$ cat config.mk
export PLATFORM = sky130hd
export DESIGN_NAME = mmio_uart_tx_flat
export DESIGN_NICKNAME = d
export VERILOG_FILES = /design/src/rtl/mmio_uart_tx_if.sv /design/src/rtl/mmio_uart_tx.sv /design/src/flat_wrapper.sv
export SDC_FILE = /design/constraint.sdc
export NUM_CORES = 1
export LEC_CHECK = 0
export ABC_AREA = 1
export ABC_CLOCK_PERIOD_IN_PS = 7900
export BUFFER_PORTS_ARGS = -buffer_cell sky130_fd_sc_hd__buf_4
export CAP_MARGIN = 20
export CORE_UTILIZATION = 40
export DETAILED_ROUTE_END_ITERATION = 7
export RECOVER_POWER = 25
export SLEW_MARGIN = 20
export SYNTH_ARGS = -nofsm -noshare
export SYNTH_HDL_FRONTEND = slang
export SYNTH_SLANG_ARGS = --single-unit
$ cat constraint.sdc
create_clock -name clock -period 7.9 [get_ports clock]
set_clock_uncertainty 0.1 [all_clocks]
set_input_delay 1.975 -clock clock [delete_from_list [all_inputs] [get_ports clock]]
set_output_delay 1.975 -clock clock [all_outputs]
set_load 0.01 [all_outputs]
$ cat src/rtl/mmio_uart_tx_if.sv
// Store/load bus between the MEM stage and the memory-mapped UART transmitter.
interface mmio_uart_tx_if;
    logic        we;
    logic [31:0] addr;
    logic [31:0] wdata;
    logic        sel;
    logic [31:0] rdata;

    modport master (output we, addr, wdata, input sel, rdata);
    modport slave  (input we, addr, wdata, output sel, rdata);
endinterface

$ cat src/rtl/mmio_uart_tx.sv
// Memory-mapped 8N1 serial transmitter: stores to TXDATA queue bytes in a small FIFO,
// a bit-timed serializer drains it onto tx; STATUS and DIVISOR let software pace the link.
module mmio_uart_tx #(
    parameter logic [31:0] BASE_ADDR   = 32'h0000_00C0,
    parameter int unsigned DEPTH       = 4,
    parameter logic [15:0] DEFAULT_DIV = 16'd434
) (
    input  logic          clock,
    input  logic          reset,
    mmio_uart_tx_if.slave bus,
    output logic          tx,
    output logic          busy
);

    localparam int PTR_W = $clog2(DEPTH);
    localparam int CNT_W = PTR_W + 1;

    typedef enum logic [1:0] {IDLE, START, DATA, STOP} state_t;

    state_t           state_q, state_d;
    logic [7:0]       fifo_q [DEPTH];
    logic [7:0]       fifo_d [DEPTH];
    logic [PTR_W-1:0] wr_ptr_q, wr_ptr_d, rd_ptr_q, rd_ptr_d;
    logic [CNT_W-1:0] count_q, count_d;
    logic             ovf_q, ovf_d;
    logic [15:0]      divisor_q, divisor_d;
    logic [15:0]      div_lat_q, div_lat_d;
    logic [15:0]      timer_q, timer_d;
    logic [2:0]       bit_idx_q, bit_idx_d;
    logic [7:0]       shift_q, shift_d;
    logic             tx_q, tx_d;

    logic [1:0]  offset;
    logic        wr_txdata, wr_status, wr_divisor;
    logic        fifo_empty, fifo_full, pop, push_ok, timer_done;
    logic [15:0] eff_div;
    logic [2:0]  count3;
    logic        unused_bits;

    assign offset      = bus.addr[3:2];
    assign bus.sel     = (bus.addr[31:4] == BASE_ADDR[31:4]) && (offset != 2'd3);
    assign wr_txdata   = bus.we && bus.sel && (offset == 2'd0);
    assign wr_status   = bus.we && bus.sel && (offset == 2'd1);
    assign wr_divisor  = bus.we && bus.sel && (offset == 2'd2);
    assign unused_bits = ^{bus.addr[1:0], bus.wdata[31:16]};

    assign fifo_empty = (count_q == '0);
    assign fifo_full  = (count_q == CNT_W'(DEPTH));
    assign pop        = (state_q == IDLE) && !fifo_empty;
    // A pop on the same edge frees the slot, so a push into a full FIFO still lands.
    assign push_ok    = wr_txdata && (!fifo_full || pop);
    assign eff_div    = (divisor_q == 16'd0) ? 16'd1 : divisor_q;
    assign timer_done = (timer_q == div_lat_q - 16'd1);
    assign count3     = 3'(count_q);

    assign busy = (state_q != IDLE) || !fifo_empty;
    assign tx   = tx_q;

    always_comb begin
        bus.rdata = 32'h0;
        if (bus.sel) begin
            case (offset)
                2'd1:    bus.rdata = {25'b0, ovf_q, count3, fifo_empty, fifo_full, busy};
                2'd2:    bus.rdata = {16'b0, divisor_q};
                default: bus.rdata = 32'h0;
            endcase
        end
    end

    always_comb begin
        fifo_d    = fifo_q;
        wr_ptr_d  = wr_ptr_q;
        rd_ptr_d  = rd_ptr_q;
        count_d   = count_q;
        ovf_d     = ovf_q;
        divisor_d = divisor_q;
        if (push_ok) begin
            fifo_d[wr_ptr_q] = bus.wdata[7:0];
            wr_ptr_d         = wr_ptr_q + PTR_W'(1);
        end
        if (pop) begin
            rd_ptr_d = rd_ptr_q + PTR_W'(1);
        end
        if (push_ok && !pop) begin
            count_d = count_q + CNT_W'(1);
        end else if (!push_ok && pop) begin
            count_d = count_q - CNT_W'(1);
        end
        if (wr_status && bus.wdata[6]) begin
            ovf_d = 1'b0;
        end
        if (wr_txdata && !push_ok) begin
            ovf_d = 1'b1;
        end
        if (wr_divisor) begin
            divisor_d = bus.wdata[15:0];
        end
    end

    always_ff @(posedge clock) begin
        if (reset) begin
            state_q <= IDLE;
        end else begin
            state_q <= state_d;
        end
    end

    always_comb begin
        state_d = state_q;
        case (state_q)
            IDLE:  if (!fifo_empty) state_d = START;
            START: if (timer_done) state_d = DATA;
            DATA:  if (timer_done && bit_idx_q == 3'd7) state_d = STOP;
            STOP:  if (timer_done) state_d = IDLE;
        endcase
    end

    // The divisor is latched at the start bit so a mid-frame DIVISOR write waits for the next frame.
    always_comb begin
        tx_d      = tx_q;
        timer_d   = timer_q;
        bit_idx_d = bit_idx_q;
        shift_d   = shift_q;
        div_lat_d = div_lat_q;
        case (state_q)
            IDLE: begin
                tx_d    = 1'b1;
                timer_d = 16'd0;
                if (pop) begin
                    shift_d   = fifo_q[rd_ptr_q];
                    tx_d      = 1'b0;
                    div_lat_d = eff_div;
                end
            end
            START: begin
                if (timer_done) begin
                    timer_d   = 16'd0;
                    tx_d      = shift_q[0];
                    bit_idx_d = 3'd0;
                end else begin
                    timer_d = timer_q + 16'd1;
                end
            end
            DATA: begin
                if (timer_done) begin
                    timer_d = 16'd0;
                    if (bit_idx_q == 3'd7) begin
                        tx_d = 1'b1;
                    end else begin
                        shift_d   = shift_q >> 1;
                        tx_d      = shift_q[1];
                        bit_idx_d = bit_idx_q + 3'd1;
                    end
                end else begin
                    timer_d = timer_q + 16'd1;
                end
            end
            STOP: begin
                tx_d    = 1'b1;
                timer_d = timer_done ? 16'd0 : timer_q + 16'd1;
            end
        endcase
    end

    always_ff @(posedge clock) begin
        if (reset) begin
            for (int i = 0; i < int'(DEPTH); i++) begin
                fifo_q[i] <= 8'h00;
            end
            wr_ptr_q  <= '0;
            rd_ptr_q  <= '0;
            count_q   <= '0;
            ovf_q     <= 1'b0;
            divisor_q <= DEFAULT_DIV;
            div_lat_q <= 16'd1;
            timer_q   <= 16'd0;
            bit_idx_q <= 3'd0;
            shift_q   <= 8'h00;
            tx_q      <= 1'b1;
        end else begin
            fifo_q    <= fifo_d;
            wr_ptr_q  <= wr_ptr_d;
            rd_ptr_q  <= rd_ptr_d;
            count_q   <= count_d;
            ovf_q     <= ovf_d;
            divisor_q <= divisor_d;
            div_lat_q <= div_lat_d;
            timer_q   <= timer_d;
            bit_idx_q <= bit_idx_d;
            shift_q   <= shift_d;
            tx_q      <= tx_d;
        end
    end

endmodule
$ cat src/flat_wrapper.sv
// flat-port wrapper written by rule: the top's interface ports become plain ports
module mmio_uart_tx_flat 
#(
    parameter logic [31:0] BASE_ADDR   = 32'h0000_00C0,
    parameter int unsigned DEPTH       = 4,
    parameter logic [15:0] DEFAULT_DIV = 16'd434
)
  (clock, reset, tx, busy, bus_we, bus_addr, bus_wdata, bus_sel, bus_rdata);
  mmio_uart_tx_if bus_i ();
  input  logic clock;
  input  logic reset;
  output logic tx;
  output logic busy;
  input wire logic [$bits(bus_i.we)-1:0] bus_we;
  input wire logic [$bits(bus_i.addr)-1:0] bus_addr;
  input wire logic [$bits(bus_i.wdata)-1:0] bus_wdata;
  output wire logic [$bits(bus_i.sel)-1:0] bus_sel;
  output wire logic [$bits(bus_i.rdata)-1:0] bus_rdata;
  assign bus_i.we = bus_we;
  assign bus_i.addr = bus_addr;
  assign bus_i.wdata = bus_wdata;
  assign bus_sel = bus_i.sel;
  assign bus_rdata = bus_i.rdata;
  mmio_uart_tx #(.BASE_ADDR(BASE_ADDR), .DEPTH(DEPTH), .DEFAULT_DIV(DEFAULT_DIV)) u_core (.clock(clock), .reset(reset), .bus(bus_i), .tx(tx), .busy(busy));
endmodule
## Word-level counts from Yosys, hierarchy flattened

Index checks and enable logic that the tools add are counted.

| word-level totals | value |
|---|---|
| bits of input ports | 67 |
| register bits | 102 |
| output and inout bits | 35 |
| word-level logic and storage cells | 111 |

| cells by class | value |
|---|---|
| bitwise logic cells | 2 |
| equality and inequality tests | 17 |
| magnitude comparators | 3 |
| reductions and logical operators | 34 |
| add/sub/neg operators | 7 |
| mux-type cells | 33 |

Operators with widths:

| kind | number |
|---|---|
| 16-bit one-hot mux with 2 select lines | 2 |
| 16-bit 2-to-1 mux | 3 |
| 8-bit 2-to-1 mux | 6 |
| 32-bit bitwise mux | 1 |
| 28-bit by 4-bit equality test with 1-bit output, second input constant | 1 |
| 16-bit by 1-bit adder with 16-bit output, second input constant | 1 |
| 8-bit binary-select mux with 2-bit select | 1 |
| 8-bit demux with 2-bit select | 1 |
| 16-bit equality test | 1 |
| 16-bit logical NOT | 1 |
| 8-bit one-hot mux with 2 select lines | 1 |
| 16-bit by 1-bit subtractor with 16-bit output, second input constant | 1 |
| 3-bit 2-to-1 mux | 5 |
| 1-bit logical AND | 13 |
| 4-bit AND reduction | 3 |
| 2-bit by 1-bit inequality test with 1-bit output, second input constant | 5 |
| 2-bit nonzero test | 5 |
| 2-bit 2-to-1 mux | 4 |
| 2-bit one-hot mux with 4 select lines | 1 |
| 3-bit by 1-bit adder with 3-bit output, second input constant | 2 |
| 2-bit equality test, second input constant | 3 |
| 3-bit equality test, second input constant | 2 |
| 3-bit greater-or-equal comparator, second input constant | 2 |
| 1-bit 2-to-1 mux | 6 |
| other kinds (14) | 25 |

## Longest topological paths before layout

Gate-level depths: netlist (run 1).

| logic depth | value |
|---|---|
| depth after elaboration | 9 |
| mapped depth | 17 |
| gate-level depth less buffers | 17 |

## Worst setup path after synthesis (run 1)

Ideal clock, no wire load.

| timing path | value |
|---|---|
| path type | input-to-output |
| start point | input port bus_addr[2] |
| end point | output port bus_rdata[1] |
| data required time | 5.825 ns |
| stages | 9 |
| arrival | 3.300 ns |
| slack | 2.525 ns |
| cells stage by stage | ha_1 > nor2_1 > nand2_1 > nor4_1 > nand2_1 > clkbuf_1 > inv_1 > nand2_1 > a21oi_1 |

| between the ends | value |
|---|---|
| word-level cells in the longest chain between the ends | 3 |
| elaborated cells on any way between the ends | 6 |
| those cells by class | eq/ne: 3; mux: 2; reduce/logical: 1 |

Ends and longest elaborated chain:

| item | RTL line | text |
|---|---|---|
| from (decl) | flat_wrapper.sv:15 | `input wire logic [$bits(bus_i.addr)-1:0] bus_addr;` |
| 2-bit inequality test | mmio_uart_tx.sv:41 | `assign bus.sel = (bus.addr[31:4] == BASE_ADDR[31:4]) && (offset != 2'd3);` |
| 1-bit logical AND | mmio_uart_tx.sv:41 |  |
| named net bus_sel | flat_wrapper.sv:17 | `output wire logic [$bits(bus_i.sel)-1:0] bus_sel;` |
| 16-bit 2-to-1 mux | mmio_uart_tx.sv:61 | `if (bus.sel) begin` |
| to (decl) | flat_wrapper.sv:18 | `output wire logic [$bits(bus_i.rdata)-1:0] bus_rdata;` |

The timed path passes the listed nets, and every way through them passes these cells.

## Final worst setup path (run 1)

| timing path | value |
|---|---|
| start point | input port bus_addr[2] |
| end point | output port bus_rdata[9] |

| between the ends | value |
|---|---|
| word-level cells in the longest chain between the ends | 3 |
| elaborated cells on any way between the ends | 6 |
| those cells by class | eq/ne: 3; mux: 2; reduce/logical: 1 |

Ends and longest elaborated chain:

| item | RTL line | text |
|---|---|---|
| 2-bit equality test (tied with other cells) | mmio_uart_tx.sv:62 | `case (offset)` |
| 16-bit one-hot mux with 2 select lines / 1-bit logical AND (equally long branches) | mmio_uart_tx.sv:62, mmio_uart_tx.sv:41 |  |
| 16-bit 2-to-1 mux * | mmio_uart_tx.sv:61 |  |

Mark *: on every way between the ends. The rest lies on a longest branch, timed or not.

==> out/qor.yml, run 1 <==
detailed_routing:
  detail_route.iter0.violations: 270
  dr.pass1.iters: 5
  wirelength_um: 14570
  ant_nets: 0
  post-route-drc-count: 0
  vias: 5270
  detail_route.wl_per_cell_um: 13.58
  viasPerCell: 4.911
clocking:
  clock_tree.buffer_depth: 2
  cts_made_buffers: 9
  cts.hold.buffers_added: 0
  clock_tree.root_cell: "sky130_fd_sc_hd__clkbuf_16"
  post_cts.repair.setup_buffers: 0
  cts_tree: "built"
  clock_tree.htree_level_count: 3
  clock_sink_count: 102
  post_cts.resized_instances: 0
  worst_skew_pair.late_latency_ns: 0.36
  clkTransAtPathRegs_ns: 0.07
yosys:
  summed_instance_area_of_the_synthesized_netlist_um2: 5786
  synth.ff_latch_count: 102
  synth_edf_count: 0
  ys_warn_count: 0
  synth.distinct_cells: 45
  async_flop_share_pct: 0
  synthCells: 834
  synth_seq_area_share_pct: 35.29
  top_reg_cell_synth: "sky130_fd_sc_hd__dfxtp_1"
  postSynthAreaPerCell_um2: 6.937
pwr:
  peakVddDrop_uv: 149.8
  p_leak_nw: 2.936
  p_per_area_nw_per_um2: 269.2
final_layout:
  final_nets: 974
  fin_area_um2: 6653
  area_growth_syn_to_layout_pct: 14.99
  layout-drive-gt1-share_pct: 14.00
  n_antenna_cell: 0
  finish.utilization_pct: 47.56
  number_of_fill_cells_in_the_layout: 1465
status:
  violations: "capacitance limit, slew limit"
  run_status: "complete, but fails checks"
place:
  placedInstanceArea_um2: 6365
  gp_congestion: 0.7878
  dp_hpwl_um: 10680
  place.port_buffers: 67
sta:
  fmax_ghz: 0.1730
  setup_viol: 0
  rsz0062_at_grt: "no"
  maxSlewHeadroom_pct: -73.38
  period_minus_slack_ns: 5.779
  fin_setup_tns_ns: 0
  timing.final.hold_violations: 0
  final-max-slew-violation-count: 68
  timing.final.crit_share_pct: 73.16
  tightestPinTransition_ns: 2.601
  final_hold_slack_ns: 0.3728
die:
  floorplan.core_area_um2: 13990
  num_rows: 43
  die-area_um2: 14950
  initial_standard_cell_utilization_of_the_core_pct: 41.36
  floorplan.die.width_um: 122.3
  die_y_extent_um: 122.3
  io-pin-count: 102
critical_path:
  crit-reg2reg-launch: "u_core.state_q[0]"
  timing.critical_path.fanout_max: 14
  crit_required_ns: 5.83
  critPathCaptureType: "output port"
  number_of_cells_on_the_worst_reg_to_reg_path: 14
  critPathArrivalTime_ns: 3.70
  wp_depth: 6
  cp-start-kind: "input port"
  worst_setup_path_startpoint: "bus_addr[2]"
  critical-path-max-stage-delay_ns: 0.49
  path_cells: "buf_4 > inv_1 > ha_1 > clkinv_1 > nor3_1 > buf_4"
  cp_top_family: "buffers and inverters"
  cpMostUsedCell: "sky130_fd_sc_hd__buf_4"
  rrSetupSlack_ns: 5.05
  type_of_the_worst_setup_path: "in -> out"
  critical_path.reg2reg.endpoint: "u_core.count3[2]"
  worst-path-buf-inv: 4
  setup.worst_path.end: "bus_rdata[9]"
  crit_path_top_delay_cell: "sky130_fd_sc_hd__ha_1"
run:
  maxcap_violations: 1
global_routing:
  groute.usage.overall_pct: 20.67
  grt_start_max_net_pins: 68
  first_global_vias: 4980
  grt_antenna_before_repair: 0
  globalRouteOverflowTotal: 0
  global_route_wire_length_before_repair_um: 24340
worst_hold_path:
  hold_path.class: "reg -> reg"
[report_power, final]
| group | switching, mW | internal (mW) |
|---|---|---|
| registers | 0.0616 | 0.570 |
| clock network | 0.212 | 0.252 |
| logic | 0.451 | 0.245 |
[placed cells by master, fill, tap and decap left out, drive strengths merged, types with 7 or more instances in the layout]
| master | count |
|---|---|
| inv | 90 |
| clkinv | 10 |
| a21oi | 41 |
| nand3 | 41 |
| nor3 | 49 |
| dfxtp | 102 |
| clkbuf | 13 |
| conb | 16 |
| a211oi | 15 |
| nor2 | 142 |
| nand4 | 7 |
| ha | 18 |
| o21ai | 82 |
| nand2 | 140 |
| xor2 | 13 |
| buf | 66 |
| nor4 | 11 |
[worst register-to-register path, cell delays in order, from the launching register on]
cell and delay (ns):
sky130_fd_sc_hd__dfxtp_1 0.34, sky130_fd_sc_hd__inv_1 0.11, sky130_fd_sc_hd__ha_1 0.23, sky130_fd_sc_hd__nor2_1 0.08, sky130_fd_sc_hd__inv_1 0.08, sky130_fd_sc_hd__nand3_2 0.53, sky130_fd_sc_hd__inv_1 0.20, sky130_fd_sc_hd__ha_1 0.16
sky130_fd_sc_hd__inv_1 0.07, sky130_fd_sc_hd__fa_1 0.38, sky130_fd_sc_hd__nor2_1 0.11, sky130_fd_sc_hd__nor2_1 0.04, sky130_fd_sc_hd__nand2_1 0.07, sky130_fd_sc_hd__o21ai_0 0.07, sky130_fd_sc_hd__a21oi_1 0.21
[how the worst min path moves through the flow]
| stage | to | slack (ns) | startpoint | cells after the start |
|---|---|---|---|---|
| after floorplan | u_core.timer_q[0] | 0.34 | u_core.timer_q[0] | 1 |
| after global placement | u_core.timer_q[0] | 0.36 | u_core.timer_q[0] | 1 |
| after detailed placement | u_core.timer_q[0] | 0.36 | u_core.timer_q[0] | 1 |
| after CTS | u_core.bit_idx_q[1] | 0.38 | u_core.bit_idx_q[1] | 2 |
| after global routing | u_core.bit_idx_q[1] | 0.39 | u_core.bit_idx_q[1] | 2 |
| final | u_core.timer_q[0] | 0.37 | u_core.timer_q[0] | 1 |
[cell families after synthesis]
| family | share of synthesized area, % |
|---|---|
| xor+xnor | 2.573 |
| compound gates | 14.75 |
| flops | 35.29 |
| fa+ha+maj | 4.239 |
| buf+inv | 10.12 |
| simple gates | 32.96 |
| other cells | 0.06482 |
[state kept, by name (all words and copies together), names as in the netlist]
register and flops:
u_core.bit_idx_q 3, u_core.count3 3, u_core.div_lat_q 16, u_core.divisor_q 16
u_core.fifo_q 32, u_core.ovf_q 1, u_core.rd_ptr_q 2, u_core.shift_q 8
u_core.state_q 2, u_core.timer_q 16, u_core.tx 1, u_core.wr_ptr_q 2
[metrics by stage]
step / cells / setup slack, ns / total power [mW]
floorplan: 849 / 2.525 / 1.178
global placement: 1057 / 2.178 / 1.345
detailed placement: 1057 / 2.144 / 1.348
CTS: 1073 / 2.139 / 1.814
global route: 1073 / 1.935 / 1.932
finish: 1073 / 2.121 / 1.791
[cell type report]
type	count	area (um2)	area share, %
multi-input combinational	610	3207	48.20
sequential	102	2042	30.69
timing repair buffer	69	506.7	7.617
inverter	96	365.4	5.492
clock buffer	10	229.0	3.442
tap	180	225.2	3.385
clock inverter	6	77.57	1.166
[Yosys cell counts, types with 4 or more instances]
cell type,instances,area (um2)
sky130_fd_sc_hd__a211oi_1,15,112.6
sky130_fd_sc_hd__a21oi_1,35,175.2
sky130_fd_sc_hd__a21oi_2,6,52.55
sky130_fd_sc_hd__buf_4,17,127.6
sky130_fd_sc_hd__clkbuf_1,21,78.83
sky130_fd_sc_hd__clkinv_1,7,26.28
sky130_fd_sc_hd__dfxtp_1,102,2042
sky130_fd_sc_hd__ha_1,18,225.2
sky130_fd_sc_hd__inv_1,83,311.6
sky130_fd_sc_hd__inv_2,5,18.77
sky130_fd_sc_hd__nand2_1,132,495.5
sky130_fd_sc_hd__nand2_2,5,31.28
sky130_fd_sc_hd__nand3_1,38,190.2
sky130_fd_sc_hd__nand3b_1,4,30.03
sky130_fd_sc_hd__nand4_1,7,43.79
sky130_fd_sc_hd__nor2_1,127,476.7
sky130_fd_sc_hd__nor2_2,9,56.30
sky130_fd_sc_hd__nor2_4,6,67.56
sky130_fd_sc_hd__nor3_1,45,225.2
sky130_fd_sc_hd__nor3_2,4,40.04
sky130_fd_sc_hd__nor3b_1,5,37.54
sky130_fd_sc_hd__nor4_1,11,68.82
sky130_fd_sc_hd__o21ai_0,78,390.4
sky130_fd_sc_hd__o21ai_1,4,20.02
sky130_fd_sc_hd__o221ai_1,6,52.55
sky130_fd_sc_hd__xnor2_1,4,35.03
sky130_fd_sc_hd__xor2_1,13,113.9
[layer usage]
layer | track usage (%) | routed length, um | part of all wire [%] | up-vias
met5 | 0 | 0 | 0 | -
met4 | 5.564 | 194 | 1.3 | 0
met3 | 3.392 | 377 | 2.6 | 13
met2 | 35.57 | 7020 | 48 | 69
met1 | 26.59 | 6975 | 48 | 2375
li1 | - | - | - | 2813
Note: power is estimated with default switching activity, not from simulation.
==> run 2, diff against run 1 <==
--- a/config.mk
+++ b/config.mk
@@ -5,8 +5,8 @@
 export SDC_FILE = /design/constraint.sdc
 export NUM_CORES = 1
 export LEC_CHECK = 0
-export ABC_AREA = 1
-export ABC_CLOCK_PERIOD_IN_PS = 7900
+export ABC_AREA = 0
+export ABC_CLOCK_PERIOD_IN_PS = 5400
 export BUFFER_PORTS_ARGS = -buffer_cell sky130_fd_sc_hd__buf_4
 export CAP_MARGIN = 20
 export CORE_UTILIZATION = 40
==> constraint.sdc (replaced) <==
create_clock -name clock -period 5.4 [get_ports clock]
set_clock_uncertainty 0.1 [all_clocks]
set_input_delay 1.35 -clock clock [delete_from_list [all_inputs] [get_ports clock]]
set_output_delay 1.35 -clock clock [all_outputs]
set_load 0.01 [all_outputs]
==> out/qor.yml, run 2 <==
die:
  initial_standard_cell_utilization_of_the_core_pct: 41.11  # -0.25 points
  die_y_extent_um: 118.7  # -2.9%
  die-area_um2: 14080  # -5.8%
  floorplan.die.width_um: 118.7  # -2.9%
  num_rows: 42  # -2.3%
  io-pin-count: 102  # unchanged
  floorplan.core_area_um2: 13240  # -5.3%
yosys:
  synth.distinct_cells: 63  # +40%
  synth.ff_latch_count: 102  # unchanged
  postSynthAreaPerCell_um2: 8.724  # +26%
  synth.top_cells.by_count: "sky130_fd_sc_hd__dfxtp_1 (102), sky130_fd_sc_hd__nand2_1 (88), sky130_fd_sc_hd__a21oi_1 (62)"
  async_flop_share_pct: 0  # unchanged
  synth_seq_area_share_pct: 37.51  # +2.2 points
  summed_instance_area_of_the_synthesized_netlist_um2: 5444  # -5.9%
  synth_top_area_share_pct: 37.51  # +2.2 points
  synth.area.top_cells: "sky130_fd_sc_hd__dfxtp_1 (38%), sky130_fd_sc_hd__nand2_1 (6.1%), sky130_fd_sc_hd__a21oi_1 (5.7%), sky130_fd_sc_hd__mux2i_1 (5.0%), sky130_fd_sc_hd__nand3_1 (4.2%)"
  most_instantiated_library_cell_after_synthesis: "sky130_fd_sc_hd__dfxtp_1"
  ys_warn_count: 0  # unchanged
  synthCells: 624  # -25%
  synth_edf_count: 0  # unchanged
  yosysTopAreaCell: "sky130_fd_sc_hd__dfxtp_1"
  top_reg_cell_synth: "sky130_fd_sc_hd__dfxtp_1"
critical_path:
  type_of_the_worst_setup_path: "in -> out"
  worst-path-buf-inv: 3  # -1
  crit_required_ns: 3.95  # -1.88 ns
  cp-start-kind: "input port"
  critPathCaptureType: "output port"
  crit_path_top_delay_cell: "sky130_fd_sc_hd__clkbuf_1"
  critPathArrivalTime_ns: 3.02  # -0.68 ns
  critical-path-max-stage-delay_ns: 0.41  # -0.08 ns
  timing.critical_path.fanout_max: 12  # -2
  path_cells: "clkbuf_4 > nor4_1 > nand4_1 > nor3_1 > clkbuf_1 > nand2_1 > nor2_1 > buf_4"
  cp_top_family: "simple AND/OR/NAND/NOR gates"
sta:
  timing.final.ws_setup_ns: 0.9330  # -1.188 ns
  fmax_ghz: 0.2239
  rsz0062_at_grt: "no"
  tightestPinTransition_ns: 1.054  # -1.547 ns
  final-max-slew-violation-count: 0  # -100%
  timing.final.crit_share_pct: 82.72
  setup_viol: 0  # unchanged
  maxSlewHeadroom_pct: 29.76  # +100 points
  timing.final.hold_violations: 0  # unchanged
  final_hold_slack_ns: 0.3540  # -0.01882 ns
  period_minus_slack_ns: 4.467
  fin_setup_tns_ns: 0  # unchanged
clocking:
  clkTransAtPathRegs_ns: 0.07  # about the same
  clock_tree.htree_level_count: 3  # unchanged
  clock_tree.buffer_depth: 2  # unchanged
  cts.hold.buffers_added: 0  # unchanged
  worst_skew_pair.late_latency_ns: 0.36  # about the same
  clock_tree.root_cell: "sky130_fd_sc_hd__clkbuf_16"
  cts_made_buffers: 9  # unchanged
  clock_sink_count: 102  # unchanged
  post_cts.repair.setup_buffers: 0  # unchanged
  cts_tree: "built"
  post_cts.resized_instances: 0  # unchanged
place:
  gp_congestion: 0.8088  # +2.7%
  pre_cts_ws_ns: 1.197  # -0.9464 ns
  dp_hpwl_um: 8874  # -17%
  place.port_buffers: 67  # unchanged
  placedInstanceArea_um2: 5939  # -6.7%
  numPlacedInstances: 830  # -21%
detailed_routing:
  post-route-drc-count: 0  # unchanged
  wirelength_um: 12630  # -13%
  detail_route.iter0.violations: 284  # +5.2%
  detail_route.wl_per_cell_um: 14.93  # +9.9%
  ant_nets: 0  # unchanged
  dr.pass1.iters: 5  # unchanged
  vias: 4453  # -16%
  viasPerCell: 5.264  # +7.2%
global_routing:
  groute.usage.overall_pct: 19.12  # -1.6 points
  first_global_vias: 4423  # -11%
  grt_start_max_net_pins: 80  # +18%
  grt_antenna_before_repair: 0  # unchanged
  globalRouteOverflowTotal: 0  # unchanged
  global_route_wire_length_before_repair_um: 21650  # -11%
final_layout:
  finish.utilization_pct: 46.94  # -0.62 points
  final_common_cell: "sky130_fd_sc_hd__dfxtp_1"
  area_growth_syn_to_layout_pct: 14.18
  n_antenna_cell: 0  # unchanged
  layout.cells.most_common_list: "sky130_fd_sc_hd__dfxtp_1 (102), sky130_fd_sc_hd__nand2_1 (88), sky130_fd_sc_hd__buf_4 (65)"
  layout-drive-gt1-share_pct: 16.87  # +2.9 points
  layout.cells.non_filler: 846  # -21%
  fin_area_um2: 6216  # -6.6%
  final_nets: 751  # -23%
  largest-register: "u_core.fifo_q"
  largest_register_ffs: 32  # unchanged
pwr:
  p_leak_nw: 2.387  # -19%
  peakVddDrop_uv: 180.5  # +20%
  p_per_area_nw_per_um2: 353.6  # +31%
  sum_of_internal_switching_and_leakage_power_mw: 2.198  # +23%
run:
  maxcap_violations: 0  # -1
status:
  run_status: "finished, final reports clean"
worst_hold_path:
  hold_path.class: "reg -> reg"
run 2: cell types whose count changed after synthesis, moves of 10 or more:
| cell | previous run | this run |
|---|---|---|
| sky130_fd_sc_hd__a211oi_1 | 15 | 3 |
| sky130_fd_sc_hd__a21oi_1 | 35 | 62 |
| sky130_fd_sc_hd__and3_1 | 2 | 14 |
| sky130_fd_sc_hd__clkbuf_1 | 21 | 31 |
| sky130_fd_sc_hd__inv_1 | 83 | 12 |
| sky130_fd_sc_hd__mux2i_1 | 0 | 27 |
| sky130_fd_sc_hd__nand2_1 | 132 | 88 |
| sky130_fd_sc_hd__nor2_1 | 127 | 47 |
| sky130_fd_sc_hd__nor3_1 | 45 | 7 |
| sky130_fd_sc_hd__o21ai_0 | 78 | 4 |
| sky130_fd_sc_hd__xnor2_1 | 4 | 14 |
run 2: cell type report:
type / instances / area, um2
clock buffer: 10 / 229.0
clock inverter: 6 / 91.34
fill: 1292 / 7027
inverter: 14 / 52.55
multi-input combinational: 468 / 3070
sequential: 102 / 2042
tap: 176 / 220.2
timing repair buffer: 70 / 510.5
run 2: metal layers:
metal	global-route usage, %	part of all wire, %	vias to the layer above
li1	-	-	2243
met1	25.20	47	2093
met2	30.41	47	98
met3	3.185	3.5	19
met4	8.940	2.5	0
met5	0	0	-
run 2: worst min-delay path: stages, from the launching register on:
cell and delay, ns:
sky130_fd_sc_hd__dfxtp_1 0.31, sky130_fd_sc_hd__nand2_1 0.05, sky130_fd_sc_hd__a21oi_1 0.05
run 2: final timing paths:
kind | slack [ns] | from | cells after the start | to
hold / removal | 0.35 | u_core.fifo_q[16] | 2 | u_core.fifo_q[16]
hold reg to reg | 0.35 | u_core.fifo_q[16] | 2 | u_core.fifo_q[16]
setup reg to reg | 1.29 | u_core.div_lat_q[0] | 10 | u_core.timer_q[15]
setup / recovery | 0.93 | bus_addr[21] | 8 | bus_rdata[3]
run 2: power breakdown:
group	total (mW)	switching, mW	internal (mW)	leakage (nW)
clock network	0.709	0.299	0.411	0.158
registers	0.881	0.0755	0.806	0.826
logic	0.607	0.372	0.235	1.40
total	2.20	0.747	1.45	2.39
run 2: cell families after synthesis:
logic type / synth area share (%)
and+or+nand+nor: 23.35
muxes: 8.481
AOI/OAI and AO/OA: 13.86
buffers and inverters: 6.596
DFF: 37.51
xor gates and xnor gates: 5.631
other: 0.06888
adders and majority gates: 4.505
